===== config.mk =====
export PLATFORM = sky130hd
export DESIGN_NAME = keypad_scan_flat
export DESIGN_NICKNAME = d
export VERILOG_FILES = /design/src/rtl/keypad_scan_pkg.sv /design/src/rtl/keypad_scan_if.sv /design/src/rtl/keypad_scan_col_sync.sv /design/src/rtl/keypad_scan.sv /design/src/flat_wrapper.sv
export SDC_FILE = /design/constraint.sdc
export NUM_CORES = 1
export LEC_CHECK = 0
export ABC_AREA = 1
export BUFFER_PORTS_ARGS = -buffer_cell sky130_fd_sc_hd__buf_2
export CAP_MARGIN = 20
export CELL_PAD_IN_SITES_DETAIL_PLACEMENT = 0
export CELL_PAD_IN_SITES_GLOBAL_PLACEMENT = 1
export CORE_UTILIZATION = 30
export DETAILED_ROUTE_END_ITERATION = 12
export GPL_ROUTABILITY_DRIVEN = 1
export PLACE_DENSITY_LB_ADDON = 0.1
export SETUP_SLACK_MARGIN = 0.02
export SLEW_MARGIN = 20
export SYNTH_ARGS = -nofsm -noshare
export SYNTH_HDL_FRONTEND = slang
export SYNTH_SLANG_ARGS = --single-unit

===== constraint.sdc =====
create_clock -name clk -period 3.12 [get_ports clk]
set_input_delay 0.624 -clock clk [delete_from_list [all_inputs] [get_ports clk]]
set_output_delay 0.624 -clock clk [all_outputs]
set_load 0.03 [all_outputs]

===== src/rtl/keypad_scan_pkg.sv =====
// Shared types and helpers for the keypad matrix scanner.
package keypad_pkg;

  localparam int ROWS_DEF = 4;
  localparam int COLS_DEF = 4;

  // Key code width for a rows x cols matrix; never narrower than one bit.
  function automatic int calc_cw(input int rows, input int cols);
    int n;
    n = rows * cols;
    return ($clog2(n) < 1) ? 1 : $clog2(n);
  endfunction

  typedef enum logic {
    IDLE,
    PRESSED
  } state_e;

  typedef enum logic [1:0] {
    CLS_NONE,
    CLS_SINGLE,
    CLS_MULTI
  } cls_e;

endpackage


===== src/rtl/keypad_scan_if.sv =====
// Pin-side and event-side signals of the keypad scanner.
// master: the scanner itself; slave: board pins / game controller side.
interface keypad_scan_if
  import keypad_pkg::*;
#(
  parameter int ROWS = ROWS_DEF,
  parameter int COLS = COLS_DEF,
  parameter int CW   = calc_cw(ROWS, COLS)
);
  logic [ROWS-1:0] row_n;
  logic [COLS-1:0] col_n;
  logic            key_valid;
  logic [CW-1:0]   key_code;
  logic            key_down;
  logic            key_release;

  modport master (
    output row_n, key_valid, key_code, key_down, key_release,
    input  col_n
  );

  modport slave (
    input  row_n, key_valid, key_code, key_down, key_release,
    output col_n
  );
endinterface


===== src/rtl/keypad_scan_col_sync.sv =====
// Two-flop synchronizer for the asynchronous column sense lines.
// Resets to all ones, i.e. "no key pulling the line low".
module keypad_col_sync #(
  parameter int W = 4
) (
  input  logic         clk,
  input  logic         rst,
  input  logic [W-1:0] d_i,
  output logic [W-1:0] q_o
);
  logic [W-1:0] s1_q;
  logic [W-1:0] s2_q;

  // Metastability chain: two back-to-back flops.
  always_ff @(posedge clk or posedge rst) begin
    if (rst) begin
      s1_q <= '1;
      s2_q <= '1;
    end else begin
      s1_q <= d_i;
      s2_q <= s1_q;
    end
  end

  assign q_o = s2_q;
endmodule


===== src/rtl/keypad_scan.sv =====
// Row-scanning keypad matrix reader with whole-frame debounce.
// Drives one row low per SCAN_DIV clocks, builds a snapshot of the matrix,
// classifies each completed frame and reports debounced press/release events.
//
// state   | meaning
// IDLE    | no key accepted as held
// PRESSED | key_code accepted and still considered held
module keypad_scan
  import keypad_pkg::*;
#(
  parameter int ROWS            = ROWS_DEF,
  parameter int COLS            = COLS_DEF,
  parameter int SCAN_DIV        = 50000,
  parameter int DEBOUNCE_FRAMES = 20
) (
  input  logic          clk,
  input  logic          rst,
  keypad_scan_if.master kp
);
  localparam int CW = calc_cw(ROWS, COLS);
  localparam int N  = ROWS * COLS;
  localparam int DW = $clog2(SCAN_DIV);
  localparam int SW = $clog2(DEBOUNCE_FRAMES + 1);
  localparam int RW = (ROWS > 1) ? $clog2(ROWS) : 1;

  localparam logic [DW-1:0] DIV_LAST = DW'(SCAN_DIV - 1);
  localparam logic [RW-1:0] ROW_LAST = RW'(ROWS - 1);
  localparam logic [SW-1:0] DF_MAX   = SW'(DEBOUNCE_FRAMES);
  localparam logic [SW-1:0] DF_PRE   = SW'(DEBOUNCE_FRAMES - 1);

  logic [COLS-1:0] col_s;

  logic [DW-1:0]   div_q;
  logic [RW-1:0]   row_q;
  logic [ROWS-1:0] row_n_q;
  logic [N-1:0]    snap_q;
  logic            frame_end_q;
  logic            tick;

  cls_e            cls;
  logic [CW-1:0]   code;
  cls_e            prev_cls_q;
  logic [CW-1:0]   prev_code_q;
  logic [SW-1:0]   stable_cnt_q;
  logic            same;
  logic            stable_evt;

  state_e          state_q, state_d;
  logic            key_valid_q, key_valid_d;
  logic            key_release_q, key_release_d;
  logic            key_down_q, key_down_d;
  logic [CW-1:0]   key_code_q, key_code_d;
  logic            pend_q, pend_d;
  logic [CW-1:0]   pend_code_q, pend_code_d;

  keypad_col_sync #(.W(COLS)) u_col_sync (
    .clk (clk),
    .rst (rst),
    .d_i (kp.col_n),
    .q_o (col_s)
  );

  assign tick = (div_q == DIV_LAST);

  // Row timer: sample the driven row at the end of its period, then step to the next row.
  always_ff @(posedge clk or posedge rst) begin
    if (rst) begin
      div_q       <= '0;
      row_q       <= '0;
      row_n_q     <= ~ROWS'(1);
      snap_q      <= '0;
      frame_end_q <= 1'b0;
    end else begin
      frame_end_q <= tick && (row_q == ROW_LAST);
      if (tick) begin
        div_q                          <= '0;
        snap_q[int'(row_q)*COLS +: COLS] <= ~col_s;
        row_q                          <= (row_q == ROW_LAST) ? '0 : row_q + 1'b1;
        row_n_q                        <= {row_n_q[ROWS-2:0], row_n_q[ROWS-1]};
      end else begin
        div_q <= div_q + 1'b1;
      end
    end
  end

  // Frame classifier: none / exactly one key (with its code) / several keys.
  always_comb begin
    cls  = CLS_NONE;
    code = '0;
    for (int i = 0; i < N; i++) begin
      if (snap_q[i]) begin
        if (cls == CLS_NONE) begin
          cls  = CLS_SINGLE;
          code = CW'(i);
        end else begin
          cls = CLS_MULTI;
        end
      end
    end
  end

  assign same = (cls == prev_cls_q) && ((cls != CLS_SINGLE) || (code == prev_code_q));

  // Fires only on the frame where the run of identical frames first hits the threshold.
  assign stable_evt = frame_end_q &&
                      (same ? (stable_cnt_q == DF_PRE) : (DEBOUNCE_FRAMES == 1));

  // Debounce counter: length of the current run of identical frame classifications.
  always_ff @(posedge clk or posedge rst) begin
    if (rst) begin
      prev_cls_q   <= CLS_NONE;
      prev_code_q  <= '0;
      stable_cnt_q <= '0;
    end else if (frame_end_q) begin
      if (same) begin
        if (stable_cnt_q != DF_MAX) stable_cnt_q <= stable_cnt_q + 1'b1;
      end else begin
        stable_cnt_q <= SW'(1);
        prev_cls_q   <= cls;
        prev_code_q  <= code;
      end
    end
  end

  // Event FSM next state; a roll-over releases first and replays the new key from IDLE.
  always_comb begin
    state_d       = state_q;
    key_valid_d   = 1'b0;
    key_release_d = 1'b0;
    key_down_d    = key_down_q;
    key_code_d    = key_code_q;
    pend_d        = 1'b0;
    pend_code_d   = pend_code_q;
    case (state_q)
      IDLE: begin
        if (pend_q) begin
          key_valid_d = 1'b1;
          key_code_d  = pend_code_q;
          key_down_d  = 1'b1;
          state_d     = PRESSED;
        end else if (stable_evt && (cls == CLS_SINGLE)) begin
          key_valid_d = 1'b1;
          key_code_d  = code;
          key_down_d  = 1'b1;
          state_d     = PRESSED;
        end
      end
      PRESSED: begin
        if (stable_evt && (cls == CLS_NONE)) begin
          key_release_d = 1'b1;
          key_down_d    = 1'b0;
          state_d       = IDLE;
        end else if (stable_evt && (cls == CLS_SINGLE) && (code != key_code_q)) begin
          key_release_d = 1'b1;
          key_down_d    = 1'b0;
          pend_d        = 1'b1;
          pend_code_d   = code;
          state_d       = IDLE;
        end
      end
      default: state_d = IDLE;
    endcase
  end

  // Event FSM registers; outputs are registered so pulses are glitch-free.
  always_ff @(posedge clk or posedge rst) begin
    if (rst) begin
      state_q       <= IDLE;
      key_valid_q   <= 1'b0;
      key_release_q <= 1'b0;
      key_down_q    <= 1'b0;
      key_code_q    <= '0;
      pend_q        <= 1'b0;
      pend_code_q   <= '0;
    end else begin
      state_q       <= state_d;
      key_valid_q   <= key_valid_d;
      key_release_q <= key_release_d;
      key_down_q    <= key_down_d;
      key_code_q    <= key_code_d;
      pend_q        <= pend_d;
      pend_code_q   <= pend_code_d;
    end
  end

  assign kp.row_n       = row_n_q;
  assign kp.key_valid   = key_valid_q;
  assign kp.key_release = key_release_q;
  assign kp.key_down    = key_down_q;
  assign kp.key_code    = key_code_q;
endmodule


===== src/flat_wrapper.sv =====
// flat-port wrapper written by rule: the top's interface ports become plain ports
module keypad_scan_flat import keypad_pkg::*;
#(
  parameter int ROWS            = ROWS_DEF,
  parameter int COLS            = COLS_DEF,
  parameter int SCAN_DIV        = 50000,
  parameter int DEBOUNCE_FRAMES = 20
)
  (clk, rst, kp_row_n, kp_key_valid, kp_key_code, kp_key_down, kp_key_release, kp_col_n);
  keypad_scan_if #(.ROWS(ROWS), .COLS(COLS)) kp_i ();
  input  logic clk;
  input  logic rst;
  output wire logic [$bits(kp_i.row_n)-1:0] kp_row_n;
  output wire logic [$bits(kp_i.key_valid)-1:0] kp_key_valid;
  output wire logic [$bits(kp_i.key_code)-1:0] kp_key_code;
  output wire logic [$bits(kp_i.key_down)-1:0] kp_key_down;
  output wire logic [$bits(kp_i.key_release)-1:0] kp_key_release;
  input wire logic [$bits(kp_i.col_n)-1:0] kp_col_n;
  assign kp_row_n = kp_i.row_n;
  assign kp_key_valid = kp_i.key_valid;
  assign kp_key_code = kp_i.key_code;
  assign kp_key_down = kp_i.key_down;
  assign kp_key_release = kp_i.key_release;
  assign kp_i.col_n = kp_col_n;
  keypad_scan #(.ROWS(ROWS), .COLS(COLS), .SCAN_DIV(SCAN_DIV), .DEBOUNCE_FRAMES(DEBOUNCE_FRAMES)) u_core (.clk(clk), .rst(rst), .kp(kp_i));
endmodule

==> results of run 1 <==
==> cells in the mapped netlist (all sizes together) (2+ instances only) <==
master | instances | area share
clkbuf | 4 | 0.0034
ha | 13 | 0.037
inv | 91 | 0.078
a21oi | 14 | 0.022
nand4 | 25 | 0.039
nand2 | 194 | 0.18
o21ai | 51 | 0.064
nor3 | 5 | 0.0057
dfrtp | 60 | 0.34
xor2 | 7 | 0.014
buf | 8 | 0.012
nor2 | 52 | 0.045
nand3 | 49 | 0.060
nor4 | 2 | 0.0029
nand3b | 4 | 0.0069
o2111ai | 2 | 0.0040
clkinv | 3 | 0.0026
dfstp | 11 | 0.066
==> timing repair <==
action / 4_1_cts / 5_1_grt
cloned: 1 / 0
resized for setup: 38 / 27
pin swaps: 9 / 29
hold endpoints to repair: 0 / 0
endpoints found under the setup margin: 24 / 24
buffers inserted: 21 / 9
==> layout make-up <==
| class | instances | area [um2] |
|---|---|---|
| Tap cell | 180 | 225 |
| Inverter | 94 | 354 |
| Timing Repair Buffer | 100 | 742 |
| Sequential cell | 71 | 1790 |
| Clock inverter | 7 | 104 |
| Multi-Input combinational cell | 425 | 2390 |
| Fill cell | 1446 | 8210 |
| Clock buffer | 9 | 225 |
==> metal layers <==
| layer | vias up | track usage | part of all wire |
|---|---|---|---|
| li1 | 2120 | - | - |
| met1 | 1855 | 0.200 | 0.50 |
| met2 | 30 | 0.245 | 0.47 |
| met3 | 10 | 0.0293 | 0.020 |
| met4 | 0 | 0.0442 | 0.011 |
| met5 | - | 0 | 0 |
==> critical path: cells and delay by family (launching register included) <==
family / cells / cell delay, ns
and+or+nand+nor: 19 / 1.81
DFF: 1 / 0.41
AOI/OAI and AO/OA: 4 / 0.66
adders and majority gates: 1 / 0.21
buffers and inverters: 6 / 0.55
==> cell families (layout without fill, tap and decap cells) <==
group,after synthesis,in the layout,share of synthesized area
simple gates,333,334,0.345
buf+inv,106,210,0.0961
compound gates,71,71,0.0967
flops,71,71,0.410
fa+ha+maj,13,13,0.0373
xor+xnor,7,7,0.0141
==> report_power, final <==
group / internal, mW / switching, mW / total, mW
clock: 0.711 / 0.429 / 1.14
sequential: 0.930 / 0.00221 / 0.933
combinational: 0.00486 / 0.0205 / 0.0254
total: 1.65 / 0.452 / 2.10
==> worst max-delay path by stage <==
| stage | slack (ns) | end | startpoint |
|---|---|---|---|
| floorplan | -0.04 | u_core.pend_code_q[3]$_DFFE_PP0P_ | u_core.snap_q[0]$_DFFE_PP0P_ |
| global placement | -0.56 | u_core.state_q$_DFF_PP0_ | u_core.snap_q[0]$_DFFE_PP0P_ |
| detailed placement | -0.61 | u_core.state_q$_DFF_PP0_ | u_core.snap_q[0]$_DFFE_PP0P_ |
| CTS | -0.46 | u_core.state_q$_DFF_PP0_ | u_core.snap_q[0]$_DFFE_PP0P_ |
| global route | -0.93 | u_core.kp.key_code[2]$_DFFE_PP0P_ | u_core.snap_q[1]$_DFFE_PP0P_ |
| finish | -0.58 | u_core.kp.key_valid$_DFF_PP0_ | u_core.snap_q[0]$_DFFE_PP0P_ |
==> per-stage QoR <==
step | cell area (um2) | setup TNS [ns] | total power [mW] | hold slack (ns) | instances
final | 5830 | -11.43 | 2.10 | 0.350 | 886
after global routing | 5830 | -19.72 | 2.17 | 0.362 | 886
after CTS | 5680 | -9.81 | 2.13 | 0.354 | 877
after detailed placement | 5050 | -13.07 | 0.977 | 0.349 | 839
after global placement | 5050 | -12.21 | 0.976 | 0.348 | 839
after floorplan | 4390 | -0.202 | 0.964 | 0.345 | 601
==> reports/qor.csv, run 1 <==
metric,value,unit
dp_slack,-0.610,ns
ff2ff_path_depth,30,
routedWlPerCell,11.7,um
worstHoldEndpoint,u_core.u_col_sync.q_o[3]$_DFF_PP1_,
path_clk_slew,0.07,ns
clockBufferDepth,2,
firstDrtPassIters,4,
maxCapViolations,0,
ys_seq_elements,71,
ys_seq_area_frac,0.410,
syn_area_per_cell,7.26,um2
cts_buffers,9,
netlist_instances,601,
worstSetupStartpointType,flip-flop,
hold_violations,0,
worst_slew_pin_slew,0.623,ns
min_path_cells,0,
clkLatencyLatePin,0.33,ns
dpl.hpwl,7640,um
syn_nets,620,
die_area,15000,um2
via_count,4015,
relSlewSlack,0.584,
synthDistinctLibCells,36,
rsz0062_at_grt,yes,
min_from,u_core.u_col_sync.s1_q[3]$_DFF_PP1_,
r2r_start,u_core.snap_q[0]$_DFFE_PP0P_,
path_class,reg2reg,
fin_ws,-0.578,ns
period_minus_slack,3.70,ns
fin_nets,720,
synthArstFlopShare,1.00,
grt_pass1_vias,3924,
die_h,123,um
drc,0,
cp_max_fo,6,
max_freq,270,MHz
portBuffers,16,
drt_iter0_drc,215,
finalCritPeriodShare,1.19,
final_common_cell,nand2_1,
p_leak,2.95,nW
vdd_drop_max,0.313,mV
cts_tree,yes,
place.gp.congestion,0.777,
postLayoutCoreUtil,0.415,
syn_area,4360,um2
drive_above_1_share,0.317,
htree_levels,3,
critPathRequiredTime,3.40,ns
failed_checks,negative setup slack,
power_density,360,nW/um2
crit_path_end_kind,flip-flop,
grt-ovfl-total,0,
ant_nets,0,
die_x,123,um
cts_root_buffer,clkbuf_16,
grt_pass1_wl,18000,um
synth_warnings,0,
most-common-layout-cells,"148 x nand2_1, 80 x inv_1, 78 x buf_4",
initial_core_util,0.311,
r2r-end,u_core.kp.key_valid$_DFF_PP0_,
cts_sinks,71,
finalClockSkew,0.00957,ns
grt_max_degree,32,
reg_top3,"u_core.div_q (16), u_core.snap_q (16), u_core.stable_cnt_q (5)",
arrival,3.98,ns
ctsHoldBuffers,0,
drt-vias-per-instance,4.53,
status,finished with violations,
r2r_setup_slack,-0.58,ns
maxSlewViolCount,0,
hp-class,reg2reg,
core,14000,um2
cp_slowest_cell,dfrtp_1,
max_stage_delay,0.41,ns
grt_use_total,0.150,
synth_ff_type,dfrtp_1,
synth_edf_count,0,
setup_violations,24,
row_count,43,
antenna_cells,0,
io_pins,17,
critPathMostFrequentCell,nand2_2,
route.final.wire_length,10300,um
antenna_found_initial,0,
syn2layout_area_growth,33.7,%
Power figures use the tool's default switching activity.
==> inputs of run 2 (changes only) <==
- PLACE_DENSITY_LB_ADDON: 0.1 -> 0.05
==> run 2 against run 1 <==
  * The flow still finishes with violations (negative setup slack)
  * Design area fell by 2.6%
  * First-iteration DRC count fell by 35%
  * Worst hold slack improved by 0.0061 ns
  * Critical path type unchanged
  * Global-route usage rose by 0.56 points
  * Via count fell by 2.2%
  * Fmax rose by 3.8%
==> reports/qor.csv, run 2 (synthesis results as in run 1) <==
metric,value,unit,change
status,finished with violations,,unchanged
failed_checks,negative setup slack,,unchanged
portBuffers,16,,unchanged
report.power.total,2.09,mW,was 2.10 mW
drc,0,,unchanged
power_density,368,nW/um2,was 360 nW/um2
grt_max_degree,30,,was 32
die_x,123,um,unchanged
via_count,3928,,was 4015
cts_tree,yes,,unchanged
power.switching,0.445,mW,was 0.452 mW
p_seq_frac,0.446,,was 0.444
finalClockSkew,0.00809,ns,was 0.00957 ns
vdd_drop_max,0.223,mV,was 0.313 mV
drive_above_1_share,0.285,,was 0.317
max_freq,281,MHz,was 270 MHz
grt_pass1_wl,18500,um,was 18000 um
final_common_cell,nand2_1,,unchanged
p_int,1.65,mW,about the same
initial_core_util,0.311,,unchanged
grt_pass1_vias,3933,,was 3924
hold_violations,0,,unchanged
io_pins,17,,unchanged
cts_sinks,71,,unchanged
maxCapViolations,0,,unchanged
p_leak,2.86,nW,was 2.95 nW
antenna_cells,0,,unchanged
crit_family,simple AND/OR/NAND/NOR gates,,unchanged
period_minus_slack,3.56,ns,was 3.70 ns
reg_top3,"u_core.div_q (16), u_core.snap_q (16), u_core.stable_cnt_q (5)",,unchanged
firstDrtPassIters,4,,unchanged
fin_ws,-0.441,ns,was -0.578 ns
routedWlPerCell,12.1,um,was 11.7 um
most-common-layout-cells,"155 x nand2_1, 82 x inv_1, 65 x buf_4",,"was 148 x nand2_1, 80 x inv_1, 78 x buf_4"
row_count,43,,unchanged
path_class,reg2reg,,unchanged
critPathMostFrequentCell,nand2_2,,unchanged
fin_nets,706,,was 720
swShare,0.213,,was 0.215
grt_use_total,0.156,,was 0.150
ant_nets,0,,unchanged
rsz0062_at_grt,yes,,unchanged
relSlewSlack,0.568,,was 0.584
syn2layout_area_growth,30.2,%,was 33.7%
place.gp.congestion,0.790,,was 0.777
crit_buf_inv,4,,was 6
ctsHoldBuffers,0,,unchanged
critPathRequiredTime,3.34,ns,was 3.40 ns
htree_levels,3,,unchanged
dpl.hpwl,7920,um,was 7640 um
antenna_found_initial,0,,unchanged
final_cells,872,,was 886
die_h,123,um,unchanged
hp-class,reg2reg,,unchanged
arrival,3.78,ns,was 3.98 ns
setup_tns,-9.47,ns,was -11.43 ns
pwr-share-clk,0.541,,was 0.543
route.final.wire_length,10500,um,was 10300 um
setup_violations,24,,unchanged
worst_slew_pin_slew,0.647,ns,was 0.623 ns
clkLatencyLatePin,0.33,ns,about the same
worstSetupStartpointType,flip-flop,,unchanged
cts_root_buffer,clkbuf_16,,unchanged
die_area,15000,um2,unchanged
maxSlewViolCount,0,,unchanged
cp_slowest_cell,dfrtp_1,,unchanged
drt-vias-per-instance,4.50,,was 4.53
cp_max_fo,6,,unchanged
finalCritPeriodShare,1.14,,was 1.19
post-place-cells,841,,was 839
core,14000,um2,unchanged
max_stage_delay,0.41,ns,about the same
power_frac_comb,0.012,,about the same
drt_iter0_drc,140,,was 215
crit_path_end_kind,flip-flop,,unchanged
clockBufferDepth,2,,unchanged
nFillCells,1454,,was 1446
cts_buffers,9,,unchanged
path_clk_slew,0.06,ns,was 0.07 ns
grt-ovfl-total,0,,unchanged
run 2: what timing repair did:
action	4_1_cts	5_1_grt
cloned	1	0
resized for setup	40	13
setup endpoints to repair	24	24
buffers inserted	11	3
pin swaps	12	10
hold endpoints to repair	0	0
run 2: per-layer routing:
metal,vias up,part of all wire,global-route usage
met5,-,0,0
li1,2098,-,-
met1,1804,0.51,0.207
met2,22,0.47,0.257
met3,4,0.016,0.0307
met4,0,0.0050,0.0412
run 2: final timing paths:
| check | to | slack [ns] | from | depth (start not counted) |
|---|---|---|---|---|
| min reg2reg | u_core.u_col_sync.q_o[3]$_DFF_PP1_ | 0.36 | u_core.u_col_sync.s1_q[3]$_DFF_PP1_ | 0 |
| min | u_core.u_col_sync.q_o[3]$_DFF_PP1_ | 0.36 | u_core.u_col_sync.s1_q[3]$_DFF_PP1_ | 0 |
| max in group asynchronous | u_core.u_col_sync.q_o[1]$_DFF_PP1_ | 1.95 | rst | 3 |
| min in group asynchronous | u_core.div_q[12]$_DFF_PP0_ | 0.38 | rst | 2 |
| max | u_core.kp.key_code[2]$_DFFE_PP0P_ | -0.44 | u_core.snap_q[0]$_DFFE_PP0P_ | 31 |
| max reg2reg | u_core.kp.key_code[2]$_DFFE_PP0P_ | -0.44 | u_core.snap_q[0]$_DFFE_PP0P_ | 31 |
run 2: power groups by stage:
stage	clock network, mW	registers [mW]	logic [mW]
after floorplan	0	0.948	0.0156
after detailed placement	0	0.949	0.0285
after CTS	1.17	0.933	0.0285
after global placement	0	0.949	0.0274
after global routing	1.21	0.933	0.0316
final	1.13	0.933	0.0260
run 2: area by class of cell:
| class | count | area (um2) | share of cell area |
|---|---|---|---|
| tap | 180 | 225 | 0.0396 |
| clock inverter | 7 | 105 | 0.0185 |
| inverter | 94 | 359 | 0.0632 |
| timing repair buffer | 86 | 633 | 0.111 |
| clock buffer | 9 | 225 | 0.0396 |
| sequential | 71 | 1790 | 0.315 |
| multi-input combinational | 425 | 2340 | 0.412 |
run 2: worst register-to-register path: cells and delay by family (launching register included):
kind                       cells  cell delay [ns]
adders and majority gates      1             0.21
buffers and inverters          4             0.39
AOI/OAI and AO/OA              3             0.48
DFF                            1             0.41
and+or+nand+nor               23             1.98
run 2: through the flow:
stage / setup slack, ns / util / hold WS [ns] / cell area (um2)
2_1_floorplan: -0.0407 / - / 0.345 / 4390
3_3_place_gp: -0.606 / 0.360 / 0.348 / 5060
3_5_place_dp: -0.671 / 0.360 / 0.348 / 5060
4_1_cts: -0.481 / 0.400 / 0.357 / 5620
5_1_grt: -0.832 / 0.405 / 0.359 / 5680
6_report: -0.441 / 0.405 / 0.356 / 5680
